--- config.mk ---
export PLATFORM = sky130hd
export DESIGN_NAME = ad9228_serial_tx
export DESIGN_NICKNAME = d
export VERILOG_FILES = /design/src/rtl/ad9228_serial_tx.sv
export SDC_FILE = /design/constraint.sdc
export NUM_CORES = 1
export LEC_CHECK = 0
export ABC_AREA = 1
export BUFFER_PORTS_ARGS = -buffer_cell sky130_fd_sc_hd__buf_2
export CAP_MARGIN = 10
export CORE_UTILIZATION = 32
export DETAILED_ROUTE_END_ITERATION = 8
export GPL_ROUTABILITY_DRIVEN = 0
export PLACE_DENSITY = 0.58
export SYNTH_ARGS = -nofsm -noshare
export SYNTH_HDL_FRONTEND = slang
export SYNTH_SLANG_ARGS = --single-unit
--- constraint.sdc ---
create_clock -name clk -period 3.1 [get_ports clk]
set_input_delay 0.155 -clock clk [delete_from_list [all_inputs] [get_ports clk]]
set_output_delay 0.155 -clock clk [all_outputs]
set_load 0.01 [all_outputs]
--- src/rtl/ad9228_serial_tx.sv ---
// ad9228_serial_tx: AD9228-format serializing transmitter (single-ended side).
// Parallel samples arrive on a valid/ready stream. Each one is sent MSB first on
// one lane per channel, together with the frame clock (fco) and the data clock (dco).
//
// Ports:
//   clk          bit clock, one serial bit per cycle
//   rstn         synchronous active-low reset
//   tx_en        transmit enable; a frame in progress always completes
//   test_mode    selects the internal ramp source (only with AD9228_TX_RAMP_EN)
//   s_data       channel i at [i*DATA_WIDTH +: DATA_WIDTH]
//   s_valid      s_data valid
//   s_ready      word accepted when s_valid && s_ready
//   dout         serial data per channel, MSB first
//   fco          frame clock, high for the first half of each frame
//   dco          data clock, clk/2, toggles while running
//   underrun_cnt saturating count of repeated frames (no fresh data)
//
// Build option: define AD9228_TX_RAMP_EN to include the per-channel ramp generator.
module ad9228_serial_tx #(
    parameter int unsigned NUM_CHANNELS = 4,
    parameter int unsigned DATA_WIDTH   = 12
) (
    input  logic                               clk,
    input  logic                               rstn,
    input  logic                               tx_en,
    input  logic                               test_mode,
    input  logic [NUM_CHANNELS*DATA_WIDTH-1:0] s_data,
    input  logic                               s_valid,
    output logic                               s_ready,
    output logic [NUM_CHANNELS-1:0]            dout,
    output logic                               fco,
    output logic                               dco,
    output logic [15:0]                        underrun_cnt
);

    localparam int unsigned CNT_W = $clog2(DATA_WIDTH);
    localparam int unsigned LAST  = DATA_WIDTH - 1;
    localparam int unsigned HALF  = DATA_WIDTH / 2;

    typedef enum logic [1:0] {
        IDLE  = 2'd0,
        PRIME = 2'd1,
        RUN   = 2'd2
    } state_t;

    typedef logic [NUM_CHANNELS-1:0][DATA_WIDTH-1:0] frame_t;

    state_t           state_q, state_d;
    logic [CNT_W-1:0] bit_cnt_q, bit_cnt_d;
    frame_t           shift_q, word_q, word_in;
    logic             load_word, load_rep, do_shift, do_clear, inc_under;
    logic             ramp_sel, at_last, fco_d, dco_d;

    assign at_last = (bit_cnt_q == CNT_W'(LAST));

`ifdef AD9228_TX_RAMP_EN
    // Ramp source: channel i starts at i and advances once per frame it supplies.
    frame_t ramp_q;

    assign ramp_sel = test_mode;
    assign word_in  = ramp_sel ? ramp_q : frame_t'(s_data);

    always_ff @(posedge clk) begin
        if (!rstn) begin
            for (int unsigned i = 0; i < NUM_CHANNELS; i++) begin
                ramp_q[i] <= DATA_WIDTH'(i);
            end
        end else if (load_word && ramp_sel) begin
            for (int unsigned i = 0; i < NUM_CHANNELS; i++) begin
                ramp_q[i] <= ramp_q[i] + DATA_WIDTH'(1);
            end
        end
    end
`else
    logic unused_test_mode;

    assign unused_test_mode = test_mode;
    assign ramp_sel         = 1'b0;
    assign word_in          = frame_t'(s_data);
`endif

    // State register
    always_ff @(posedge clk) begin
        if (!rstn) begin
            state_q   <= IDLE;
            bit_cnt_q <= '0;
        end else begin
            state_q   <= state_d;
            bit_cnt_q <= bit_cnt_d;
        end
    end

    // Next state, handshake and datapath controls
    always_comb begin
        state_d   = state_q;
        bit_cnt_d = bit_cnt_q;
        load_word = 1'b0;
        load_rep  = 1'b0;
        do_shift  = 1'b0;
        do_clear  = 1'b0;
        inc_under = 1'b0;
        s_ready   = 1'b0;
        case (state_q)
            IDLE: begin
                if (tx_en) begin
                    state_d = PRIME;
                end
            end
            PRIME: begin
                s_ready = !ramp_sel;
                // A handshake offered while s_ready=1 is always honoured.
                if (ramp_sel ? tx_en : s_valid) begin
                    load_word = 1'b1;
                    bit_cnt_d = '0;
                    state_d   = RUN;
                end else if (!tx_en) begin
                    state_d = IDLE;
                end
            end
            RUN: begin
                if (at_last) begin
                    bit_cnt_d = '0;
                    if (!tx_en) begin
                        do_clear = 1'b1;
                        state_d  = IDLE;
                    end else begin
                        s_ready = !ramp_sel;
                        if (ramp_sel || s_valid) begin
                            load_word = 1'b1;
                        end else begin
                            load_rep  = 1'b1;
                            inc_under = 1'b1;
                        end
                    end
                end else begin
                    bit_cnt_d = bit_cnt_q + CNT_W'(1);
                    do_shift  = 1'b1;
                end
            end
            default: begin
                state_d = IDLE;
            end
        endcase
        fco_d = (state_d == RUN) && (bit_cnt_d < CNT_W'(HALF));
        // dco starts low in the first RUN cycle and then free-runs across frames.
        dco_d = (state_d == RUN) && (state_q == RUN) && !dco;
    end

    // Shift registers, frame clocks and underrun counter
    always_ff @(posedge clk) begin
        if (!rstn) begin
            shift_q      <= '0;
            word_q       <= '0;
            fco          <= 1'b0;
            dco          <= 1'b0;
            underrun_cnt <= '0;
        end else begin
            fco <= fco_d;
            dco <= dco_d;
            if (load_word) begin
                shift_q <= word_in;
                word_q  <= word_in;
            end else if (load_rep) begin
                shift_q <= word_q;
            end else if (do_clear) begin
                shift_q <= '0;
            end else if (do_shift) begin
                for (int unsigned i = 0; i < NUM_CHANNELS; i++) begin
                    shift_q[i] <= {shift_q[i][DATA_WIDTH-2:0], 1'b0};
                end
            end
            if (inc_under && (underrun_cnt != 16'hFFFF)) begin
                underrun_cnt <= underrun_cnt + 16'd1;
            end
        end
    end

    // Shift registers are cleared outside RUN, so the MSBs are quiet there.
    always_comb begin
        for (int unsigned i = 0; i < NUM_CHANNELS; i++) begin
            dout[i] = shift_q[i][DATA_WIDTH-1];
        end
    end

endmodule

==> results by group <==
Logic synthesis
  – Yosys reg bits: 120
  – Netlist cell types: 26
  – Top cell type by total area after synthesis: dfxtp_1
  – Post-Syn Nets: between 1000 and 1500
  – Seq/Total Area, Yosys: 38.1%
  – Cell area after synthesis: about 6300 µm²
  – Mapped Avg Cell Area: 6.49 µm²
  – Area share of the largest cell type after synthesis: 38.1%
  – YS warnings: 0
  – Area contributors post-synth: dfxtp_1 (38%), nand2_1 (19%), nor2_1 (7.4%)
  – Post-synthesis cell count: between 900 and 1000

Flow run
  – Max Cap Viol: 0

Clocking
  – Sink Count: 120
  – Clock transition at the registers of the reported paths: about 0.050 ns
  – Post-CTS Setup Bufs: 0
  – CTS tree: done
  – Deepest clock path buffer count: 2
  – Cts repair resizes: 0
  – Total CTS buffers: 17
  – Hold buffer count at CTS: 0
  – Root Buffer: clkbuf_16
  – H-Tree Depth: 4
  – Worst-Skew Late Latency: 0.42 ns

Power and ir drop
  – Int Power: ~3 mW
  – Clock power share: 44.9%
  – Sw Ratio: 26.0%
  – Sw power: between 1 and 1.5 mW
  – LEAKAGE: 3.34 nW
  – Comb pwr share: 13.4%
  – Power per cell area: 536 nW/µm²
  – Sequential Power Share: 41.7%
  – Worst IR Drop VDD: 0.433 mV

Status
  – Status: finished, final reports clean

STA
  – Final min period: 2.73 ns
  – Final Slew Violations: 0
  – Slew headroom: 37.4%
  – Final hold vios: 0
  – FMAX: 367 MHz
  – Least-Margin Pin Slew: 0.940 ns
  – Final setup violation count: 0
  – Unrepaired setup endpoints after global routing: false
  – Final period util: slightly below 90%
  – Setup tns final: 0 ns
  – Worst Skew: 0.0122 ns

Worst setup path
  – WP buf/inv: 4
  – Crit end category: output port
  – CP cell instances: inv_1 > ha_1 > nand2_1 > o21bai_4 > buf_4 > inv_1 > nor2_1 > buf_2
  – Worst path max stage delay: 0.43 ns
  – Startpoint Class: flip-flop
  – WP data arrival: 2.57 ns
  – Critical Path RT: 2.94 ns
  – Critical path class: flip-flop to output port
  – CP max FO: 36
  – Cell family with most CP delay: buffers and inverters
  – Worst r2r src: state_q[0]
  – CP startpoint: state_q[0]
  – Cell mode on critical path: inv_1
  – Slowest CP cell: buf_4

Die
  – Total core area: 19400 µm²
  – Die ar.: a little over 20000 µm²
  – Die Ht: ~140 µm
  – Die Width: 142 µm
  – I/O pin count: 76
  – Core Rows: 51
  – Starting Density: 32.5%

Drt
  – Routed len/inst: between 10 and 15 µm
  – Vias per cell: 4.87
  – Drt first-iter violations: 340
  – Remaining antenna violation count after routing: 0
  – DRT Pass-1 Iters: 5
  – Residual DRC: 0
  – Vias: 6230
  – Drt total wl: 17.4 mm

Cells and area
  – Final Cell Area: 7370 µm²
  – Layout area overhead: 16.8%
  – Antenna Diode Count: 0
  – Filler Cell Count: 2153
  – Final core occ: about two fifths
  – Layout cell share with drive strength beyond 1: 12.2%
  – Nets: roughly 1100

Place
  – Placed cell area: 6850 µm²
  – HPWL after DPL: 10.3 mm
  – PortBufs: 74

GRT
  – Initial antenna violation count: 0
  – Overflow after GRT: 0
  – First-pass GRT wire length: 28.6 mm
  – Pin count of the biggest net entering global routing: 141
  – Tot GR Track Use: approximately 18%
  – Vias in the first global route: 5657

Worst hold path
  – Worst hold path type: primary input to flip-flop
  – Hold Crit Start: s_data[18]
-- final timing paths --
path / slack (ns) / end / cells past startpoint
worst max-delay path: 0.37 / s_ready / 8
worst min-delay path: 0.04 / word_q[18] / 3
worst max register to register: 0.47 / underrun_cnt[9] / 7
worst min register to register: 0.46 / word_q[39] / 2
-- registers in the layout (all words and copies together) (netlist names) --
| signal | count |
|---|---|
| bit_cnt_q | 4 |
| dco | 1 |
| dout | 4 |
| fco | 1 |
| shift_q | 44 |
| state_q | 2 |
| underrun_cnt | 16 |
| word_q | 48 |
-- synth_stat cells --
cell type	instances
nor3_1	5
nand3_1	66
xnor2_1	3
nand3b_1	50
o21a_1	1
o21ai_1	1
nor3_2	1
nand3_2	1
o21bai_2	1
and2_1	1
o21ai_0	52
inv_1	25
nand2_1	312
nand4_1	51
inv_2	2
buf_1	3
clkbuf_1	51
nor2_1	125
dfxtp_1	120
buf_2	19
ha_1	6
buf_4	5
xor2_1	3
nor2_2	2
a22oi_1	1
a21oi_1	65
-- kinds of logic (layout without fill, tap and decap cells) --
family | count (synthesis) | count (layout) | synth area share (%)
buffers and inverters | 105 | 146 | 6.92
flip-flops | 120 | 120 | 38.1
adder cells (fa/ha/maj) | 6 | 6 | 1.19
AND/OR/NAND/NOR | 614 | 614 | 43.2
XOR/XNOR | 6 | 6 | 0.833
AO/OA/AOI/OAI | 121 | 121 | 9.77
-- metal layers --
| metal | vias to the layer above | routed length, µm | track usage, % |
|---|---|---|---|
| li1 | 3254 | - | - |
| met1 | 2840 | 8280 | 22.8 |
| met2 | 117 | 8150 | 29.8 |
| met3 | 19 | 699 | 4.27 |
| met4 | 0 | 223 | 5.60 |
| met5 | - | 0 | 0 |
-- layout make-up --
class                           count  area (µm²)  area share [%]
Clock buffer                       27         513            6.96
Clock inverter                      3        15.0           0.204
Inverter                           27         101            1.37
Multi-Input combinational cell    747        3500            47.5
Sequential cell                   120        2400            32.6
Tap cell                          265         332            4.50
Timing Repair Buffer               89         508            6.89
-- metrics by stage --
stage	worst slack (ns)	cells	hold WS [ns]	total power [mW]
6_report	0.375	1278	0.0434	3.95
5_1_grt	0.0625	1278	0.0454	4.17
4_1_cts	0.337	1278	0.0320	4.00
3_5_place_dp	0.445	1248	0.453	2.21
3_3_place_gp	0.511	1248	0.449	2.21
2_1_floorplan	1.27	972	0.347	2.07
-- cell usage in the layout (no fill, tap or decap), drive strengths merged --
cell / netlist / routed
nand2: 312 / 312
nor2: 127 / 127
dfxtp: 120 / 120
buf: 27 / 89
nand3: 67 / 67
a21oi: 65 / 65
o21ai: 53 / 53
nand4: 51 / 51
nand3b: 50 / 50
inv: 27 / 27
clkbuf: 51 / 27
nor3: 6 / 6
ha: 6 / 6
xnor2: 3 / 3
xor2: 3 / 3
clkinv: 0 / 3
o21bai: 1 / 1
a22oi: 1 / 1
and2: 1 / 1
o21a: 1 / 1
-- worst min-delay path: cells and delay by family --
kind            cells  cell delay (ns)
compound gates      1             0.07
buf+inv             1             0.09
simple gates        1             0.09
-- power groups by stage --
stage / sequential [mW] / combinational (mW) / clock [mW]
after detailed placement: 1.68 / 0.534 / 0
after CTS: 1.65 / 0.537 / 1.81
after floorplan: 1.67 / 0.401 / 0
after global routing: 1.65 / 0.605 / 1.91
final: 1.65 / 0.531 / 1.77
after global placement: 1.68 / 0.531 / 0
Note: power is estimated with default switching activity, not from simulation.
